--- src/rtl/uart_to_bus.sv ---
// Buffers bytes from a UART receiver and writes each one to a serial bus slave:
// the address and data are shifted out MSB first, then the slave's ready is awaited.
module uart_to_bus #(
  parameter int N          = 8,
  parameter int ADN        = 12,
  parameter int BASE_ADDR  = 0,
  parameter int FIFO_DEPTH = 4,
  parameter int TIMEOUT    = 255
) (
  input  logic         clk,
  input  logic         reset,
  input  logic [N-1:0] rx_data,
  input  logic         rx_valid,
  input  logic         bus_grant,
  input  logic         slave_ready,
  output logic         bus_req,
  output logic         valid,
  output logic         wren,
  output logic         addr_bit,
  output logic         data_bit,
  output logic         burst_en,
  output logic         fifo_full,
  output logic         overflow,
  output logic         timeout_err,
  output logic [2:0]   state_out
);

  localparam int AW = $clog2(FIFO_DEPTH);
  localparam int PW = AW + 1;
  localparam int KW = $clog2(ADN + 1);
  localparam int TW = $clog2(TIMEOUT + 1);

  typedef enum logic [2:0] {
    IDLE     = 3'd0,
    REQ      = 3'd1,
    SHIFT    = 3'd2,
    WAIT_RDY = 3'd3
  } state_t;

  // ---------------- receive buffer ----------------
  logic [N-1:0]  fifo_mem [FIFO_DEPTH];
  logic [PW-1:0] wr_ptr_reg, rd_ptr_reg;
  logic          fifo_empty, fifo_full_int;
  logic          pop, push, drop;
  logic          overflow_reg;
  logic [N-1:0]  fifo_head;

  assign fifo_empty    = (wr_ptr_reg == rd_ptr_reg);
  assign fifo_full_int = (wr_ptr_reg[PW-1] != rd_ptr_reg[PW-1]) &&
                         (wr_ptr_reg[AW-1:0] == rd_ptr_reg[AW-1:0]);
  // A full buffer still takes a byte when the head leaves in the same cycle.
  assign push      = rx_valid && (!fifo_full_int || pop);
  assign drop      = rx_valid && fifo_full_int && !pop;
  assign fifo_head = fifo_mem[rd_ptr_reg[AW-1:0]];

  always_ff @(posedge clk) begin
    if (push)
      fifo_mem[wr_ptr_reg[AW-1:0]] <= rx_data;
  end

  always_ff @(posedge clk or posedge reset) begin
    if (reset) begin
      wr_ptr_reg   <= '0;
      rd_ptr_reg   <= '0;
      overflow_reg <= 1'b0;
    end else begin
      if (push)
        wr_ptr_reg <= wr_ptr_reg + PW'(1);
      if (pop)
        rd_ptr_reg <= rd_ptr_reg + PW'(1);
      if (drop)
        overflow_reg <= 1'b1;
    end
  end

  // ---------------- transfer engine ----------------
  state_t          state_reg, state_next;
  logic [KW-1:0]   bit_cnt_reg, bit_cnt_next;
  logic [TW-1:0]   wait_cnt_reg, wait_cnt_next;
  logic [ADN-1:0]  addr_sh_reg, addr_sh_next;
  logic [ADN-1:0]  data_sh_reg, data_sh_next;
  logic [ADN-1:0]  addr_cnt_reg, addr_cnt_next;
  logic            timeout_set, timeout_reg;
  logic            bus_req_reg, bus_req_next;
  logic            valid_reg, valid_next;
  logic            addr_bit_reg, addr_bit_next;
  logic            data_bit_reg, data_bit_next;

  // Bus outputs are computed for the state being entered and registered, so the
  // first address bit shows up in the first SHIFT cycle.
  always_comb begin
    state_next    = state_reg;
    bit_cnt_next  = bit_cnt_reg;
    wait_cnt_next = wait_cnt_reg;
    addr_sh_next  = addr_sh_reg;
    data_sh_next  = data_sh_reg;
    addr_cnt_next = addr_cnt_reg;
    pop           = 1'b0;
    timeout_set   = 1'b0;
    addr_bit_next = 1'b0;
    data_bit_next = 1'b0;

    case (state_reg)
      IDLE: begin
        if (!fifo_empty) begin
          pop          = 1'b1;
          addr_sh_next = addr_cnt_reg;
          // Zero-extending the byte aligns it with the last N address bits.
          data_sh_next = ADN'(fifo_head);
          state_next   = REQ;
        end
      end
      REQ: begin
        if (bus_grant) begin
          state_next    = SHIFT;
          bit_cnt_next  = '0;
          addr_bit_next = addr_sh_reg[ADN-1];
          data_bit_next = data_sh_reg[ADN-1];
          addr_sh_next  = addr_sh_reg << 1;
          data_sh_next  = data_sh_reg << 1;
        end
      end
      SHIFT: begin
        if (bit_cnt_reg == KW'(ADN - 1)) begin
          state_next    = WAIT_RDY;
          wait_cnt_next = '0;
        end else begin
          bit_cnt_next  = bit_cnt_reg + KW'(1);
          addr_bit_next = addr_sh_reg[ADN-1];
          data_bit_next = data_sh_reg[ADN-1];
          addr_sh_next  = addr_sh_reg << 1;
          data_sh_next  = data_sh_reg << 1;
        end
      end
      WAIT_RDY: begin
        if (slave_ready) begin
          addr_cnt_next = addr_cnt_reg + ADN'(1);
          state_next    = IDLE;
        end else if (wait_cnt_reg == TW'(TIMEOUT - 1)) begin
          timeout_set = 1'b1;
          state_next  = IDLE;
        end else begin
          wait_cnt_next = wait_cnt_reg + TW'(1);
        end
      end
      default: state_next = IDLE;
    endcase

    bus_req_next = (state_next != IDLE);
    valid_next   = (state_next == SHIFT);
  end

  always_ff @(posedge clk or posedge reset) begin
    if (reset) begin
      state_reg    <= IDLE;
      bit_cnt_reg  <= '0;
      wait_cnt_reg <= '0;
      addr_sh_reg  <= '0;
      data_sh_reg  <= '0;
      addr_cnt_reg <= ADN'(BASE_ADDR);
      timeout_reg  <= 1'b0;
      bus_req_reg  <= 1'b0;
      valid_reg    <= 1'b0;
      addr_bit_reg <= 1'b0;
      data_bit_reg <= 1'b0;
    end else begin
      state_reg    <= state_next;
      bit_cnt_reg  <= bit_cnt_next;
      wait_cnt_reg <= wait_cnt_next;
      addr_sh_reg  <= addr_sh_next;
      data_sh_reg  <= data_sh_next;
      addr_cnt_reg <= addr_cnt_next;
      if (timeout_set)
        timeout_reg <= 1'b1;
      bus_req_reg  <= bus_req_next;
      valid_reg    <= valid_next;
      addr_bit_reg <= addr_bit_next;
      data_bit_reg <= data_bit_next;
    end
  end

  assign bus_req     = bus_req_reg;
  assign valid       = valid_reg;
  assign wren        = valid_reg;
  assign addr_bit    = addr_bit_reg;
  assign data_bit    = data_bit_reg;
  assign burst_en    = 1'b0;
  assign fifo_full   = fifo_full_int;
  assign overflow    = overflow_reg;
  assign timeout_err = timeout_reg;
  assign state_out   = state_reg;

endmodule

--- config.mk ---
export PLATFORM = sky130hd
export DESIGN_NAME = uart_to_bus
export DESIGN_NICKNAME = d
export VERILOG_FILES = /design/src/rtl/uart_to_bus.sv
export SDC_FILE = /design/constraint.sdc
export NUM_CORES = 1
export LEC_CHECK = 0
export CAP_MARGIN = 0
export CORE_MARGIN = 3
export CORE_UTILIZATION = 59
export DETAILED_ROUTE_END_ITERATION = 16
export GPL_TIMING_DRIVEN = 0
export PLACE_DENSITY_LB_ADDON = 0.15
export SLEW_MARGIN = 30
export SYNTH_ARGS = -nofsm -noshare
export SYNTH_HDL_FRONTEND = slang
export SYNTH_SLANG_ARGS = --single-unit
--- constraint.sdc ---
create_clock -name clk -period 2.4 [get_ports clk]
set_input_delay 0.36 -clock clk [delete_from_list [all_inputs] [get_ports clk]]
set_output_delay 0.36 -clock clk [all_outputs]
set_load 0.005 [all_outputs]
==> qor.yml, run 1 <==
holdCritPathClass: "input port to async pin"
htree_num_levels: 3
syn-mean-instance-area_um2: 14.0
reg2reg_to: "fifo_mem[3][2]"
postSynth.asyncResetShare_pct: 66.3
nFillCells: 505
clock_tree_sinks: 95
wl_um: 7070
static_leakage_power_uw: 0.00212
clk_pwr_share_pct: 18.7
tritoncts: "yes"
routedWlPerCell_um: 15.8
design_power_total_uw: 5280
post_synth_num_cell_types: 51
max_slew.worst_pin.slew_ns: 0.485
largest_register_ffs: 32
clock_skew_ns: 0.00980
clkSlewWorstSetupHoldPaths_ns: 0.10
globalRouteTotalUtil_pct: 18.8
grt_pass1_vias: 2597
flop_pwr_share_pct: 43.4
antenna_cells_inserted: 0
vdd_drop_max_uv: 725
arithmetic_cell_share_of_the_synthesized_area_counting_full_adders_half_adders_and_majority_gates_pct: 2.58
grt_first_pass_wirelength_um: 12500
path_cells: "buf_6 -> xnor2_2 -> and3_1 -> clkdlybuf4s50_1"
core.rowCount: 30
status: "finished clean"
worstPathArrival_ns: 1.93
timing.max_slew.rel_slack_pct: 67.2
finalHoldViolations: 0
p_int_uw: 3560
floorplan.die.width_um: 92.0
cpMaxStageDelayCell: "sky130_fd_sc_hd__clkdlybuf4s50_1"
worstSetupPathType: "register to primary output"
fp.dieArea_um2: 8460
antenna_found_initial: 0
power.switching_uw: 1720
syn_area_um2: 4360
met3RoutedLength_um: 219
drive_gt1_share_pct: 24.7
drt_drc_violations_left: 0
ctsRootBufferMaster: "sky130_fd_sc_hd__clkbuf_8"
total_clock_buffers_created_by_cts: 9
synth_xor_xnor_area_share_pct: 5.19
synth-seq-cells: 95
final-max-slew-violation-count: 0
seq_area_frac_synth_pct: 58.2
grt.overflow.total: 0
cpPeakStageDelay_ns: 0.52
drt-met1-wl_um: 3270
crit_start: "rd_ptr_reg[0]"
initial_utilization_pct: 62.5
grt_start_max_net_pins: 34
gpl.final_weighted_congestion: 0.777
synth_enable_flop_cells: 32
ant_nets: 0
power_switching_share_pct: 32.5
post_synthesis_mux_area_share_pct: 14.9
synth_compound_gate_area_share_pct: 5.74
die_y_um: 92.0
synth.yosys.warnings: 0
reg2reg_slack_ns: 0.19
detailed_route_wirelength_on_metal2_um: 3500
pwr-share-comb_pct: 37.8
num_ports: 25
detailedPlacementHpwl_um: 4940
timing.fmax_mhz: 438
clock_path_buffers: 2
nets: 369
detailroute.via_count: 2463
timing.critical_path.to_type: "primary output"
period_needed_ns: 2.29
crit_path_max_fanout: 10
avgViaCountPerCell: 5.50
synth_top_family_by_area: "multiplexers"
synthSimpleGateAreaFrac_pct: 9.61
postSynth.topFlopCell: "sky130_fd_sc_hd__dfrtp_1"
final_min_period_over_clock_period_pct: 95.2
cp-start-kind: "register"
post_cts.repair.setup_buffers: 0
buffer_ports.inserted: 23
seq_area_um2: 2540
worst-r2r-cell-count: 4
syn_inst: 311
dr.first_iter.drc_count: 144
multi_input_area_um2: 1680
drt_pass1_iterations: 4
clock_insertion_delay_worst_skew_ns: 0.36
max_cap_violations: 0
critical_path_required_ns: 2.04
placeableCoreArea_um2: 6980
grt_setup_unrepaired: "no"
highest-signal-layer: "met4"
endpoint: "fifo_full"
regToRegStartpoint: "state_out[1]"
finalSetupTns_ns: 0
area_delta_synth_final_pct: 13.3
setup_viol_count_final: 0
power.density_cell_area_nw_per_um2: 1070
## layout make-up
| cell class | instances | share of cell area (%) |
|---|---|---|
| flip-flops and latches | 95 | 51.3 |
| clock buffers | 9 | 2.51 |
| clock inverters | 7 | 1.27 |
| repair buffers | 24 | 5.06 |
| inverters | 11 | 0.886 |
| well taps | 96 | 2.43 |
| multi-input cells | 190 | 34.1 |
| plain buffers | 16 | 2.48 |
## placed cells by master, fill, tap and decap left out, types with 2 or more instances in the layout
| cell type | netlist | final |
|---|---|---|
| sky130_fd_sc_hd__inv_6 | 0 | 3 |
| sky130_fd_sc_hd__nand2b_1 | 2 | 2 |
| sky130_fd_sc_hd__nand4_1 | 9 | 9 |
| sky130_fd_sc_hd__and2_1 | 6 | 6 |
| sky130_fd_sc_hd__xnor2_1 | 12 | 11 |
| sky130_fd_sc_hd__nor2_1 | 13 | 13 |
| sky130_fd_sc_hd__mux2_4 | 14 | 14 |
| sky130_fd_sc_hd__dfrtp_1 | 63 | 63 |
| sky130_fd_sc_hd__clkdlybuf4s50_1 | 0 | 23 |
| sky130_fd_sc_hd__and3_1 | 8 | 8 |
| sky130_fd_sc_hd__buf_2 | 7 | 7 |
| sky130_fd_sc_hd__nand2_1 | 14 | 14 |
| sky130_fd_sc_hd__mux4_2 | 8 | 8 |
| sky130_fd_sc_hd__inv_1 | 11 | 10 |
| sky130_fd_sc_hd__edfxtp_1 | 32 | 32 |
| sky130_fd_sc_hd__o21a_1 | 2 | 2 |
| sky130_fd_sc_hd__a31o_2 | 2 | 2 |
| sky130_fd_sc_hd__nand3_1 | 8 | 8 |
| sky130_fd_sc_hd__a21oi_1 | 2 | 2 |
| sky130_fd_sc_hd__clkbuf_8 | 0 | 9 |
| sky130_fd_sc_hd__buf_6 | 4 | 4 |
| sky130_fd_sc_hd__mux2_2 | 23 | 23 |
| sky130_fd_sc_hd__buf_12 | 1 | 2 |
| sky130_fd_sc_hd__clkinv_4 | 0 | 2 |
| sky130_fd_sc_hd__o21ai_0 | 13 | 13 |
| sky130_fd_sc_hd__conb_1 | 1 | 2 |
| sky130_fd_sc_hd__nor2b_1 | 2 | 2 |
| sky130_fd_sc_hd__buf_4 | 2 | 2 |
| sky130_fd_sc_hd__nand4b_1 | 2 | 2 |
| sky130_fd_sc_hd__xor2_1 | 12 | 12 |
| sky130_fd_sc_hd__o31ai_1 | 3 | 3 |
| sky130_fd_sc_hd__o211ai_1 | 4 | 4 |
| sky130_fd_sc_hd__ha_1 | 9 | 9 |
## power by group through the flow
stage / Combinational, uW / Clock, uW / Sequential (uW)
after floorplan: 1540 / 0 / 2260
after global placement: 1930 / 0 / 2300
after detailed placement: 1970 / 0 / 2310
after CTS: 2010 / 1020 / 2290
after global routing: 2200 / 1100 / 2340
final: 2000 / 989 / 2290
## how the worst min path moves through the flow
stage / startpoint / endpoint / slack, ns / depth (start not counted)
4_1_cts: reset / wait_cnt_reg[6] / 0.35 / 2
6_report: reset / wait_cnt_reg[6] / 0.35 / 2
3_5_place_dp: overflow / overflow / 0.46 / 1
2_1_floorplan: addr_cnt_reg[11] / addr_cnt_reg[11] / 0.44 / 1
3_3_place_gp: overflow / overflow / 0.45 / 1
5_1_grt: reset / wait_cnt_reg[6] / 0.37 / 2
## critical path: cells and delay by family (launching register included)
kind,cells,cell delay (ns)
buf+inv,2,0.69
flops,1,0.41
xor+xnor,1,0.24
simple gates,1,0.23
## cell families (layout without fill, tap and decap cells)
group	after synthesis	count (layout)
other	1	2
adders and majority gates	9	9
xor gates and xnor gates	25	25
muxes	45	45
buffers and inverters	27	67
DFF	95	95
and+or+nand+nor	74	74
AOI/OAI and AO/OA	35	35
## cells in the mapped netlist, drive strengths merged (2+ instances only)
master | instances | area share (%)
edfxtp | 32 | 22
o21a | 2 | 0.34
and2 | 6 | 0.86
inv | 11 | 0.95
o211ai | 4 | 0.69
nor2b | 2 | 0.29
buf | 15 | 2.7
xnor2 | 13 | 2.8
mux2 | 37 | 11
a31o | 2 | 0.40
ha | 9 | 2.6
a31oi | 2 | 0.63
nand4 | 9 | 1.3
mux4 | 8 | 4.1
nand4b | 2 | 0.40
and3 | 8 | 1.1
nand2 | 14 | 1.2
o21ai | 13 | 1.5
a21oi | 2 | 0.23
xor2 | 12 | 2.4
nor2 | 13 | 1.1
dfrtp | 63 | 36
nand2b | 2 | 0.29
o31ai | 3 | 0.52
nand3 | 8 | 0.92
## stage by stage
step / instance area [um^2] / setup WS, ns / hold slack (ns) / instances / util (%)
floorplan: 4370 / 0.426 / 0.442 / 312 / -
global placement: 4720 / -0.620 / 0.450 / 431 / 67.6
detailed placement: 4740 / 0.153 / 0.456 / 432 / 67.9
CTS: 4930 / 0.0409 / 0.346 / 448 / 70.7
global route: 4940 / 0.00138 / 0.369 / 448 / 70.8
finish: 4940 / 0.114 / 0.351 / 448 / 70.8
## metal layers
metal / vias to the layer above / GRT usage (%)
li1: 1198 / -
met1: 1225 / 24.9
met2: 33 / 30.5
met3: 7 / 3.77
met4: 0 / 7.67
met5: - / 0
## repair_timing
action | CTS | global route
gates resized for setup | 1 | 1
endpoints found under the setup margin | 1 | 1
hold buffers | 0 | 0
No activity file was read; power rests on OpenSTA's default activity.
==> run 2, diff against run 1 <==
Settings changed: SLEW_MARGIN 30 to 20, TNS_END_PERCENT set to 50.
==> results of run 2 <==
The final DEF is identical to that of run 1; final timing and power are the same.
